## src/rtl/piso_tx_with_ce.sv

```systemverilog
// piso_tx_with_ce: parallel-in / serial-out transmitter. A word accepted in
// IDLE is shifted out MSB first, one bit per DIV clocks, with a one-cycle
// ce strobe in the last cycle of every bit slot so a CE flip-flop chain on
// the receiver captures D. A single DONE cycle follows the last bit.
//
// Handshake: a word is taken on a rising edge where valid=1, ready=1 and
// clear=0. ready is high only in IDLE. valid while ready=0 is dropped, not
// queued, and data is sampled only on the accepting edge.
//
// Every output is decoded from registered state only, so there is no
// combinational path from valid, data or clear to any output.
module piso_tx_with_ce #(
  parameter int WIDTH = 8,
  parameter int DIV   = 4
) (
  input  logic             Clk,
  input  logic             reset,
  input  logic             clear,
  input  logic             valid,
  input  logic [WIDTH-1:0] data,
  output logic             ready,
  output logic             D,
  output logic             ce,
  output logic             busy,
  output logic             done,
  output logic [1:0]       state_dbg
);

  localparam logic [1:0] ST_IDLE  = 2'd0;
  localparam logic [1:0] ST_SHIFT = 2'd1;
  localparam logic [1:0] ST_DONE  = 2'd2;

  // Divider needs at least one bit even when DIV=1 (it then stays at 0).
  localparam int DW = (DIV > 1) ? $clog2(DIV) : 1;
  localparam int CW = $clog2(WIDTH);
  localparam logic [DW-1:0] DIV_LAST  = DW'(DIV - 1);
  localparam logic [CW-1:0] BIT_FIRST = CW'(WIDTH - 1);

  logic [1:0]       state;
  logic [WIDTH-1:0] shreg;
  logic [CW-1:0]    bit_cnt;
  logic [DW-1:0]    div_cnt;
  logic             slot_end;

  // Last cycle of a bit slot: the ce cycle.
  assign slot_end = (div_cnt == DIV_LAST);

  // Main FSM with shift register, bit counter and clock divider.
  always_ff @(posedge Clk or negedge reset) begin
    if (!reset) begin
      state   <= ST_IDLE;
      shreg   <= '0;
      bit_cnt <= '0;
      div_cnt <= '0;
    end else if (clear) begin
      // Abort: drop the in-flight word, no DONE cycle.
      state   <= ST_IDLE;
      shreg   <= '0;
      bit_cnt <= '0;
      div_cnt <= '0;
    end else begin
      case (state)
        ST_IDLE: begin
          if (valid) begin
            shreg   <= data;
            bit_cnt <= BIT_FIRST;
            div_cnt <= '0;
            state   <= ST_SHIFT;
          end
        end
        ST_SHIFT: begin
          if (slot_end) begin
            div_cnt <= '0;
            shreg   <= {shreg[WIDTH-2:0], 1'b0};
            if (bit_cnt == '0) begin
              state <= ST_DONE;
            end else begin
              bit_cnt <= bit_cnt - 1'b1;
            end
          end else begin
            div_cnt <= div_cnt + 1'b1;
          end
        end
        ST_DONE: begin
          state <= ST_IDLE;
        end
        default: begin
          state <= ST_IDLE;
        end
      endcase
    end
  end

  // Output decode from registered state only.
  always_comb begin
    ready     = (state == ST_IDLE);
    busy      = (state == ST_SHIFT);
    done      = (state == ST_DONE);
    D         = (state == ST_SHIFT) ? shreg[WIDTH-1] : 1'b0;
    ce        = (state == ST_SHIFT) && slot_end;
    state_dbg = state;
  end

endmodule
```

## config.mk

```make
export PLATFORM = sky130hd
export DESIGN_NAME = piso_tx_with_ce
export DESIGN_NICKNAME = d
export VERILOG_FILES = /design/src/rtl/piso_tx_with_ce.sv
export SDC_FILE = /design/constraint.sdc
export NUM_CORES = 1
export LEC_CHECK = 0
export CORE_UTILIZATION = 51
export DETAILED_ROUTE_END_ITERATION = 16
export HOLD_SLACK_MARGIN = 0.1
export MAX_ROUTING_LAYER = met4
export PLACE_DENSITY = 0.82
export SLEW_MARGIN = 20
export SYNTH_ARGS = -nofsm -noshare
export SYNTH_HDL_FRONTEND = slang
export SYNTH_SLANG_ARGS = --single-unit
```

## constraint.sdc

```tcl
create_clock -name Clk -period 4.8 [get_ports Clk]
set_clock_uncertainty 0.1 [all_clocks]
set_input_delay 0.72 -clock Clk [delete_from_list [all_inputs] [get_ports Clk]]
set_output_delay 0.72 -clock Clk [all_outputs]
set_load 0.02 [all_outputs]
```

==> metrics.txt, run 1 <==
Post-CTS Setup Inserts=0; Port Buf Inserts=18; most area-consuming cells after synthesis=dfrtp_1 48%, o221a_2 10%, o21a_1 6.7%; register bit total from synthesis=15; Max-cap violations=0; sequential share of power=53.4%; most frequent cells after synthesis=15 x dfrtp_1, 7 x o21a_1, 7 x o221a_2; Hold Crit Class=register to register; area used by multi-input combinational logic=370 µm²; cts hold-fix bufs=0; FF-to-FF setup slack=about 3.1 ns; Comb pwr share=19.0%; Avg Cell Area, Syn=~11 µm²; CP max FO=10; Total GRT Usage=24.4%; PwrDens=around 270 nW/µm²; pin count of the biggest net entering global routing=16; top cell type's share of synthesized area=a little under half; Reg area=approximately 380 µm²; clock buffer count from CTS=3; Met3 Routed Length=roughly 95 µm; Mapped Cells=70; Met2 Wirelength=between 600 and 700 µm; detailed placer's ending HPWL=1140 µm; cell taking the most area after synthesis=dfrtp_1; final WL=roughly 1600 µm; Sw Ratio=a little over a quarter; worst r2r path cells=4; Lkg Pwr=0.457 nW; reg2reg end=shreg[1]; Clk Tree Root Cell=clkbuf_4; internal power=0.000193 W; worst hold start=div_cnt[1]; area delta synth->final=26.0%; clk_lat worst skew=0.29 ns; Ports=19; required time of the critical path=3.98 ns; NetSw=between 0.00007 and 0.00008 W; syn_nets=between 80 and 90; Core ar.=approximately 1400 µm²; Worst-Margin Slew=between 0.6 and 0.7 ns; vias=638; DR pass1 iterations=4; most frequent cell after synthesis=dfrtp_1; post-layout net count=roughly 110; Post-synth EDFFs=0; Initial Util=a little under 60%; Die H=just over 40 µm; final hold violations=0; RSZ-0062 raised after global routing=no; Top FF cell, synth=dfrtp_1; CTS tree=yes; hold path cells=2; Arr. time, crit path=1.93 ns; number of core rows=13; first-pass GRT wire length=around 2600 µm; DRT antenna net count=0; clk buf depth=2; full die area=1710 µm²; Final Wtd Congestion=0.832; WL met1=777 µm; Clk pwr share=between 20% and 30%; Worst slew margin=55.2%; CP Capture Type=output pin; Setup-failing EPs final=0; peak supply drop=0.153 mV; gr ovfl total=0; Cell variety after synth=27; Mapped Area=788 µm²; Syn. warnings=0; die span in x=~41 µm; initial antenna violation count=0; Hold Path End=div_cnt[1]; Via-to-Cell Ratio=roughly 6.1; RR Startpoint=div_cnt[0]; Setup CP Type=register to output pin; outcome=finished, final reports clean; setup TNS=0 ns; 1st-iter DRT viols=15; drt wl/cell=15.4 µm; crit start category=register; Antenna Cells=0; Max Clock Freq=around 360 MHz; fin. max-slew vios=0; Top Metal Used=met4; Fill cells=101; Final period util=around 57%; vias in the first global route=around 580; asr flop ratio synth=100%; Final min period=about 2.8 ns; clock-pin slew on the worst setup and hold paths=about 0.090 ns; CTS Sinks=15; total number of H-tree levels=1; Tot Pwr=roughly 0.00027 W; Seq/Total Area, Yosys=approximately 48%; layout cells sized above 1=around an eighth; post-cts resize count=0; Post-route DRC=0
worst max-delay path, cell delays in order (launching register included):
cell and delay, ns:
dfrtp_1 0.54, nor2b_1 0.34, and2_1 0.17, clkdlybuf4s50_1 0.59
through the flow:
stage                     util, %  std cells  hold WS [ns]  instance area (µm²)  setup WS [ns]
after floorplan                 -         70         0.324                  788           2.59
after global placement       70.8        100         0.428                  967           2.39
after detailed placement     70.8        100         0.427                  967           2.34
after CTS                    72.7        104         0.452                  993           2.03
after global routing         72.7        104         0.471                  993           1.93
final                        72.7        104         0.451                  993           2.05
area by class of cell:
cell class / count / area share, %
flip-flops and latches: 15 / 37.8
multi-input cells: 46 / 37.3
repair buffers: 18 / 18.1
clock buffers: 4 / 2.64
inverters: 6 / 2.27
well taps: 15 / 1.89
power by group through the flow:
stage | clock network [W] | registers [W] | logic, W
floorplan | 0 | 0.000142 | 0.0000312
global placement | 0 | 0.000144 | 0.0000505
detailed placement | 0 | 0.000144 | 0.0000506
CTS | 0.0000765 | 0.000142 | 0.0000510
global route | 0.0000812 | 0.000143 | 0.0000560
finish | 0.0000735 | 0.000142 | 0.0000503
worst max path at each step:
stage                       from  to  cells past startpoint
detailed placement  state_dbg[0]   D                      3
global route        state_dbg[0]   D                      3
CTS                 state_dbg[0]   D                      3
finish              state_dbg[0]   D                      3
floorplan           state_dbg[0]   D                      3
global placement    state_dbg[0]   D                      3
registers in the layout, indices dropped and copies added (netlist names):
signal	count
state_dbg	2
div_cnt	2
bit_cnt	3
shreg	8
placed cells by master (no fill, tap or decap), types with 2 or more instances in the layout:
| cell | instances |
|---|---|
| clkdlybuf4s50_1 | 18 |
| dfrtp_1 | 15 |
| o21a_1 | 7 |
| o221a_2 | 7 |
| inv_1 | 6 |
| nor2_1 | 6 |
| ha_1 | 3 |
| clkbuf_4 | 3 |
| nor2b_1 | 2 |
| a311oi_1 | 2 |
| o21ai_0 | 2 |
| a21oi_1 | 2 |
| a22oi_1 | 2 |
logic make-up (layout without fill, tap and decap cells):
| kind of cell | after synthesis | count (layout) | synth area share, % |
|---|---|---|---|
| AO/OA/AOI/OAI | 28 | 28 | 30.2 |
| flip-flops | 15 | 15 | 47.6 |
| AND/OR/NAND/NOR | 14 | 14 | 10.8 |
| buffers and inverters | 9 | 28 | 5.40 |
| adder cells (fa/ha/maj) | 3 | 3 | 4.76 |
| multiplexers | 1 | 1 | 1.27 |
per-layer routing:
layer  GRT usage (%)  vias to the layer above
li1                -                      305
met1            31.0                      304
met2            35.9                       24
met3            4.79                        5
met4            14.5                        0
met5               -                        -
No activity file was read; power rests on OpenSTA's default activity.
==> run 2: changes to the inputs <==
--- a/config.mk
+++ b/config.mk
@@ -5,11 +5,12 @@
 export SDC_FILE = /design/constraint.sdc
 export NUM_CORES = 1
 export LEC_CHECK = 0
-export CORE_UTILIZATION = 51
+export CORE_ASPECT_RATIO = 0.8
+export CORE_UTILIZATION = 47
 export DETAILED_ROUTE_END_ITERATION = 16
 export HOLD_SLACK_MARGIN = 0.1
 export MAX_ROUTING_LAYER = met4
-export PLACE_DENSITY = 0.82
+export PLACE_DENSITY = 0.76
 export SLEW_MARGIN = 20
 export SYNTH_ARGS = -nofsm -noshare
 export SYNTH_HDL_FRONTEND = slang
==> constraint.sdc (replaced) <==
create_clock -name Clk -period 2.6 [get_ports Clk]
set_clock_uncertainty 0.1 [all_clocks]
set_input_delay 0.39 -clock Clk [delete_from_list [all_inputs] [get_ports Clk]]
set_output_delay 0.39 -clock Clk [all_outputs]
set_load 0.02 [all_outputs]
==> run 2 against run 1 <==
Net effect: global-route usage down 0.81 points; clock-buffer cell count decreased by 1; clock power increased by 92%; non-clock buffer count stayed put; die area up 8.1%; final cell count increased by 5.8%; combinational power up 90%; cell area grew 0.88%; worst setup slack worse by 1.9 ns; critical path type unchanged; largest cell class unchanged.
==> metrics.txt, run 2 (synthesis gave the netlist of run 1 again) <==
Clk Tree Root Cell=clkbuf_4; pin count of the biggest net entering global routing=16; CTS tree=yes; Initial Util=a little over half; reg2reg end=shreg[1]; Max Clock Freq=401 MHz; area delta synth->final=27.1%; Post-route DRC=0; Port Buf Inserts=18; Final min period=~2.5 ns; layout cells sized above 1=a little over an eighth; RSZ-0062 raised after global routing=no; Post-CTS Setup Inserts=0; required time of the critical path=approximately 2.1 ns; drt wl/cell=roughly 16 µm; full die area=1850 µm²; outcome=finished, final reports clean; vias in the first global route=roughly 620; Die H=a little under 40 µm; Core ar.=around 1500 µm²; Setup crit end=D; post-cts resize count=0; Fill cells=130; worst r2r path cells=4; Max-cap violations=0; Total GRT Usage=around a quarter; Antenna Cells=0; total number of H-tree levels=1; Cell Area, Placed=about 970 µm²; Arr. time, crit path=about 2.0 ns; top flop regs=shreg x8, bit_cnt x3; commonest non-fill, non-tap cell in the layout=clkdlybuf4s50_1; FF-to-FF setup slack=slightly above 0.8 ns; Worst slew margin=between 50 and 60%; most frequent cells in the layout=18 x clkdlybuf4s50_1, 15 x dfrtp_1, 7 x o21a_1, 7 x o221a_2; initial antenna violation count=0; peak supply drop=around 0.39 mV; DR pass1 iterations=4; crit start category=register; DRT antenna net count=0; die span in x=between 40 and 50 µm; clock-pin slew on the worst setup and hold paths=about 0.10 ns; 1st-iter DRT viols=32; Setup-failing EPs final=0; CTS Sinks=15; CP Capture Type=output pin; Worst-Margin Slew=0.676 ns; Largest register FFs=8; vias=approximately 640; Top reg by flops=shreg; CP startpoint=state_dbg[0]; Final Wtd Congestion=~0.8; post-layout net count=approximately 110; Setup CP Type=register to output pin; Ports=19; post-route cell area=~1000 µm²; Lkg Pwr=0.460 nW; detailed placer's ending HPWL=between 1000 and 1500 µm; first-pass GRT wire length=roughly 2800 µm; PwrDens=between 400 and 500 nW/µm²; clk buf depth=2; clock buffer count from CTS=3; cts hold-fix bufs=0; number of core rows=12; Hold Crit Class=input pin to async pin; clk_lat worst skew=roughly 0.30 ns; RR Startpoint=div_cnt[0]; final hold violations=0; setup TNS=0 ns; CP max FO=10; Final period util=between 90% and 100%; final WL=about 1700 µm; gr ovfl total=0; Via-to-Cell Ratio=5.79; fin. max-slew vios=0
[run 2: routing by layer]
layer,vias up,wire length (µm),GRT usage (%),part of all wire [%]
li1,307,-,-,-
met3,2,125,7.01,7.2
met1,303,821,32.3,47
met2,25,786,33.1,45
met5,-,0,-,0
met4,0,14,8.33,0.80
[run 2: worst max-delay path, cell delays in order (launching register included)]
cell and delay [ns]:
dfrtp_1 0.57, nor2b_1 0.37, and2_1 0.17, clkdlybuf4s50_1 0.59
[run 2: power breakdown]
part	switching [W]	internal, W
sequential	0.0000129	0.000249
combinational	0.0000466	0.0000488
clock	0.0000839	0.0000575
[run 2: worst min path at each step]
stage / startpoint / endpoint / slack [ns] / depth (start not counted)
floorplan: reset / bit_cnt[0] / -0.006 / 0
global placement: div_cnt[1] / div_cnt[1] / 0.43 / 2
detailed placement: shreg[0] / shreg[0] / 0.44 / 2
CTS: reset / state_dbg[0] / 0.41 / 1
global route: reset / shreg[0] / 0.45 / 1
finish: reset / shreg[0] / 0.39 / 1
[run 2: layout make-up]
class	instances	area, µm²	area share [%]
Sequential cell	15	375	37.5
Inverter	6	22.5	2.25
Tap cell	21	26.3	2.62
Multi-Input combinational cell	46	370	37.0
Clock buffer	3	22.5	2.25
Timing Repair Buffer	18	180	18.0
Clock inverter	1	5.00	0.499
[run 2: metrics by stage]
stage | util [%] | setup slack (ns) | hold slack, ns | power (W) | cells
detailed placement | 66.2 | 0.470 | 0.439 | 0.000361 | 106
global placement | 66.2 | 0.524 | 0.430 | 0.000359 | 106
finish | 68.1 | 0.104 | 0.388 | 0.000499 | 110
global route | 68.1 | 0.0182 | 0.451 | 0.000523 | 110
CTS | 68.1 | 0.123 | 0.408 | 0.000504 | 110
floorplan | - | 0.724 | -0.00559 | 0.000320 | 70
